===== config.mk =====
export PLATFORM = sky130hd
export DESIGN_NAME = a_sqrtb_arbiter
export DESIGN_NICKNAME = d
export VERILOG_FILES = /design/src/rtl/a_sqrtb_arbiter.sv
export SDC_FILE = /design/constraint.sdc
export NUM_CORES = 1
export LEC_CHECK = 0
export CORE_ASPECT_RATIO = 0.7
export CORE_MARGIN = 10
export CORE_UTILIZATION = 30
export CTS_CLUSTER_DIAMETER = 30
export DETAILED_ROUTE_END_ITERATION = 8
export GPL_ROUTABILITY_DRIVEN = 0
export HOLD_SLACK_MARGIN = 0.08
export PLACE_DENSITY = 0.68
export SYNTH_ARGS = -nofsm -noshare
export SYNTH_HDL_FRONTEND = slang
export SYNTH_SLANG_ARGS = --single-unit

===== constraint.sdc =====
create_clock -name clk -period 2.15 [get_ports clk]
set_clock_uncertainty 0.2 [all_clocks]
set_input_delay 0.3225 -clock clk [delete_from_list [all_inputs] [get_ports clk]]
set_output_delay 0.3225 -clock clk [all_outputs]
set_load 0.01 [all_outputs]

===== src/rtl/a_sqrtb_arbiter.sv =====
// Round-robin scheduler sharing one a_sqrtb datapath among N requesters:
// grant, reset datapath, start, wait for ready (with watchdog), return result.
module a_sqrtb_arbiter #(
  parameter int unsigned N       = 4,
  parameter int unsigned TIMEOUT = 255
) (
  input  logic             clk,
  input  logic             rst,
  input  logic [N-1:0]     req,
  input  logic [8*N-1:0]   req_a,
  input  logic [8*N-1:0]   req_b,
  output logic [N-1:0]     gnt,
  output logic [N-1:0]     resp_valid,
  output logic [11:0]      resp_y,
  output logic             resp_err,
  output logic             busy,
  output logic [15:0]      done_cnt,
  output logic             dut_rst,
  output logic             dut_start,
  output logic [7:0]       dut_a,
  output logic [7:0]       dut_b,
  input  logic [11:0]      dut_y,
  input  logic             dut_ready
);

  localparam int unsigned IW = (N > 1) ? $clog2(N) : 1;
  localparam logic [IW-1:0] LAST_RST = IW'(N - 1);
  localparam logic [7:0]    TMO_LAST = 8'(TIMEOUT - 1);

  typedef enum logic [2:0] {
    S_IDLE,
    S_RST,
    S_START,
    S_WAIT,
    S_DONE
  } state_t;

  state_t        state_q, state_d;
  logic [IW-1:0] last_q, last_d;
  logic [IW-1:0] cur_q, cur_d;
  logic [7:0]    timer_q, timer_d;
  logic [N-1:0]  gnt_q, gnt_d;
  logic [N-1:0]  rv_q, rv_d;
  logic [11:0]   resp_y_q, resp_y_d;
  logic          resp_err_q, resp_err_d;
  logic          busy_q, busy_d;
  logic [15:0]   done_q, done_d;
  logic          drst_q, drst_d;
  logic          dstart_q, dstart_d;
  logic [7:0]    a_q, a_d;
  logic [7:0]    b_q, b_d;

  logic          win_found;
  logic [IW-1:0] win_idx;
  logic [IW-1:0] cand;

  // Scan from last+1 with wrap; the first set bit wins.
  always_comb begin
    win_found = 1'b0;
    win_idx   = '0;
    cand      = '0;
    for (int unsigned k = 1; k <= N; k++) begin
      cand = IW'((32'(last_q) + k) % N);
      if (!win_found && req[cand]) begin
        win_found = 1'b1;
        win_idx   = cand;
      end
    end
  end

  always_comb begin
    state_d    = state_q;
    last_d     = last_q;
    cur_d      = cur_q;
    timer_d    = timer_q;
    gnt_d      = '0;
    rv_d       = '0;
    resp_y_d   = resp_y_q;
    resp_err_d = resp_err_q;
    done_d     = done_q;
    drst_d     = drst_q;
    dstart_d   = dstart_q;
    a_d        = a_q;
    b_d        = b_q;

    case (state_q)
      S_IDLE: begin
        drst_d = 1'b0;
        if (win_found) begin
          gnt_d[win_idx] = 1'b1;
          drst_d         = 1'b1;
          a_d            = req_a[32'(win_idx)*8 +: 8];
          b_d            = req_b[32'(win_idx)*8 +: 8];
          cur_d          = win_idx;
          last_d         = win_idx;
          state_d        = S_RST;
        end
      end
      S_RST: begin
        drst_d   = 1'b0;
        dstart_d = 1'b1;
        state_d  = S_START;
      end
      S_START: begin
        dstart_d = 1'b0;
        timer_d  = '0;
        state_d  = S_WAIT;
      end
      // The response is registered on WAIT exit so resp_valid is high during DONE.
      S_WAIT: begin
        if (dut_ready) begin
          resp_y_d    = dut_y;
          resp_err_d  = 1'b0;
          rv_d[cur_q] = 1'b1;
          done_d      = done_q + 16'd1;
          state_d     = S_DONE;
        end else if (timer_q == TMO_LAST) begin
          resp_y_d    = '0;
          resp_err_d  = 1'b1;
          rv_d[cur_q] = 1'b1;
          done_d      = done_q + 16'd1;
          state_d     = S_DONE;
        end else begin
          timer_d = timer_q + 8'd1;
        end
      end
      S_DONE: begin
        resp_err_d = 1'b0;
        state_d    = S_IDLE;
      end
      default: state_d = S_IDLE;
    endcase

    busy_d = (state_d != S_IDLE);
  end

  always_ff @(posedge clk or posedge rst) begin
    if (rst) begin
      state_q    <= S_IDLE;
      last_q     <= LAST_RST;
      cur_q      <= '0;
      timer_q    <= '0;
      gnt_q      <= '0;
      rv_q       <= '0;
      resp_y_q   <= '0;
      resp_err_q <= 1'b0;
      busy_q     <= 1'b0;
      done_q     <= '0;
      drst_q     <= 1'b1;
      dstart_q   <= 1'b0;
      a_q        <= '0;
      b_q        <= '0;
    end else begin
      state_q    <= state_d;
      last_q     <= last_d;
      cur_q      <= cur_d;
      timer_q    <= timer_d;
      gnt_q      <= gnt_d;
      rv_q       <= rv_d;
      resp_y_q   <= resp_y_d;
      resp_err_q <= resp_err_d;
      busy_q     <= busy_d;
      done_q     <= done_d;
      drst_q     <= drst_d;
      dstart_q   <= dstart_d;
      a_q        <= a_d;
      b_q        <= b_d;
    end
  end

  assign gnt        = gnt_q;
  assign resp_valid = rv_q;
  assign resp_y     = resp_y_q;
  assign resp_err   = resp_err_q;
  assign busy       = busy_q;
  assign done_cnt   = done_q;
  assign dut_rst    = drst_q;
  assign dut_start  = dstart_q;
  assign dut_a      = a_q;
  assign dut_b      = b_q;

endmodule


==> results.yml <==
sta:
  slew_viol_final: 0
  worst-slew-pin-transition_ns: 0.521
  hold_viol: 0
  period_needed_ns: 2.04
  max-slew-margin-rel: 0.653
  max_freq_mhz: 491
  period_share: 0.947
  rsz0062_at_grt: "no"
  finalSetupViolCount: 0
power_and_ir_drop:
  internal_power_w: 0.00437
  p_total_w: 0.00662
  power_density_nw_per_um2: 1150
  p_clk_frac: 0.243
  p_sw_w: 0.00225
  pwr-share-seq: 0.319
  sw_frac_of_total: 0.339
  pwr-share-comb: 0.438
  p_leak_nw: 2.51
  max-vdd-ir-drop_uv: 562
critical_path:
  slowest_stage: "or4b_1"
  crit_type: "flop to flop"
  path_buf_inv: 2
  required_ns: 2.20
  crit_family: "simple AND/OR/NAND/NOR gates"
  max_stage_delay_ns: 0.51
  start_kind: "flop"
  critPathCaptureType: "flop"
  crit_arrival_ns: 2.08
  path_max_fanout: 6
  worstPathCellList: "inv_2 > ha_4 > a41oi_4 > or4b_1 > buf_4 > nor3_4 > xor2_1"
floorplanning:
  dieArea_um2: 16900
  fp.coreArea_um2: 11700
  die_w_um: 151
  start_util: 0.308
  fp.dieH_um: 112
  ios: 139
  core.rowCount: 33
synthesis:
  synth_edf_count: 0
  yosys_warnings: 0
  ys_types: 49
  yosysSeqAreaShare: 0.494
  synth-seq-cells: 71
  synthesis.nets: 450
  avgSynthCellArea_um2: 9.91
  syn_inst: 364
  synthFlopType: "dfrtp_1"
  syn-cell-area_um2: 3610
  async_flop_share: 1.00
global_route:
  overflow: 0
  grt.total_usage: 0.138
  grt_start_max_net_pins: 49
  grt_pass1_wl_mm: 18.8
  antenna_found_initial: 0
  grt_pass1_vias: 3623
worst_hold_path:
  hold_path_class: "input pin to asynchronous set/reset pin"
layout:
  ff_latch_area_um2: 1780
  syn_to_final_growth_pct: 59.6
  antenna_cells: 0
  final_layout_size_suffix_gt1_frac: 0.123
  final_util: 0.491
  multi_input_area_um2: 1660
  nets: 611
  nFillCells: 1077
  layout_common_cells: "138 x clkdlybuf4s50_1, 68 x dfrtp_1, 42 x nand2_1, 31 x buf_4, 23 x o21ai_0"
  layout_commonest_cell: "clkdlybuf4s50_1"
outcome:
  status: "completed"
place:
  port_buffers: 138
  dp_hpwl_mm: 8.84
routing:
  drtIter0Drc: 146
  drc_errors: 0
  topRoutingLayerUsed: "met4"
  post_drt_wl_per_cell_um: 16.8
  wl_met3_um: 788
  drt-total-wl_mm: 11.5
  wl_met1_mm: 5.08
  routed-wl-met2_mm: 5.51
  antenna_left: 0
  vias: 3415
  routed_via_density: 4.97
  drtPass1Iterations: 4
run:
  max_cap_violations: 0
clock_network:
  cts_tree: "built"
  cts-htree-levels: 3
  clk_path_buf_depth: 2
  cts_made_buffers: 9
  cts_hold_buf: 0
  clk_latency_ns: 0.33
  cts_root_buf: "clkbuf_16"
  clock_sinks: 71
  path_clk_slew_ns: 0.06
-- worst paths after layout --
| kind | start | slack, ns | endpoint | cells past startpoint |
|---|---|---|---|---|
| min reg2reg | done_cnt[15] | 0.28 | done_cnt[15] | 1 |
| max in group asynchronous | rst | 1.25 | last_q[1] | 3 |
| max | timer_q[0] | 0.11 | done_cnt[13] | 7 |
| max reg2reg | timer_q[0] | 0.11 | done_cnt[13] | 7 |
| min | rst | 0.21 | done_cnt[1] | 3 |
| min in group clk | done_cnt[15] | 0.28 | done_cnt[15] | 1 |
-- sequential cells by signal, indices dropped and copies added (netlist names) --
| register | flops |
|---|---|
| busy | 1 |
| cur_q | 2 |
| done_cnt | 16 |
| dut_a | 8 |
| dut_b | 8 |
| dut_rst | 1 |
| dut_start | 1 |
| gnt | 4 |
| last_q | 2 |
| resp_err | 1 |
| resp_valid | 4 |
| resp_y | 12 |
| state_q | 3 |
| timer_q | 8 |
-- timing repair --
item / 4_1_cts / 5_1_grt
setup buffers: 0 / 0
endpoints found under the setup margin: 0 / 6
gates resized for setup: 0 / 6
-- power groups by stage --
stage          registers [W]  clock network, W  logic [W]
6_report             0.00211           0.00161    0.00290
3_3_place_gp         0.00210                 0    0.00286
4_1_cts              0.00211           0.00165    0.00292
3_5_place_dp         0.00212                 0    0.00293
5_1_grt              0.00217           0.00171    0.00320
2_1_floorplan        0.00222                 0    0.00128
-- kinds of logic (layout without fill, tap and decap cells) --
group	count (synthesis)	after routing	synth area share
simple gates	118	118	0.178
compound gates	95	95	0.183
flops	71	71	0.494
buf+inv	46	212	0.0541
mux	16	16	0.0444
xor+xnor	15	15	0.0364
fa+ha+maj	3	3	0.0104
-- tightest hold or removal path: cells and delay by family --
family / cells / cell delay (ns)
buf+inv: 3 / 0.80
-- final cells by class --
cell class	instances	area share
flip-flops and latches	71	0.309
well taps	157	0.0341
multi-input cells	247	0.288
inverters	22	0.0150
clock buffers	10	0.0398
repair buffers	174	0.298
clock inverters	6	0.0163
-- routing by layer --
metal	up-vias	track usage
met2	101	0.222
met5	-	0
met3	15	0.0514
met1	1651	0.168
met4	0	0.0377
li1	1648	-
-- synthesized netlist by cell type, types with 3 or more instances --
cell,n,area [µm²]
a21oi_1,8,40.0
nor2b_1,3,18.8
o211ai_1,18,135
nor3_1,4,20.0
mux2i_1,16,160
nand2_1,42,158
o31ai_1,3,22.5
and4_1,16,140
and2_1,3,18.8
xnor2_1,9,78.8
xor2_1,6,52.6
and3_1,5,31.3
nand2b_1,6,37.5
a31oi_1,16,100
nor2_1,14,52.6
clkbuf_1,17,63.8
dfrtp_1,68,1700
inv_1,22,82.6
nand3_1,10,50.1
o21ai_0,23,115
a22o_1,13,114
nand4_1,5,31.3
ha_1,3,37.5
dfstp_2,3,78.8
-- metrics by stage --
step	instances	hold slack [ns]	setup slack (ns)	cell area, µm²	TNS, ns
3_5_place_dp	671	0.275	-0.166	5410	-2.86
2_1_floorplan	364	0.255	0.0551	3610	0
4_1_cts	687	0.222	0.0197	5740	0
3_3_place_gp	671	0.269	-0.147	5410	-2.13
6_report	687	0.209	0.114	5760	0
5_1_grt	687	0.244	0.00294	5760	0
Power figures use the tool's default switching activity.
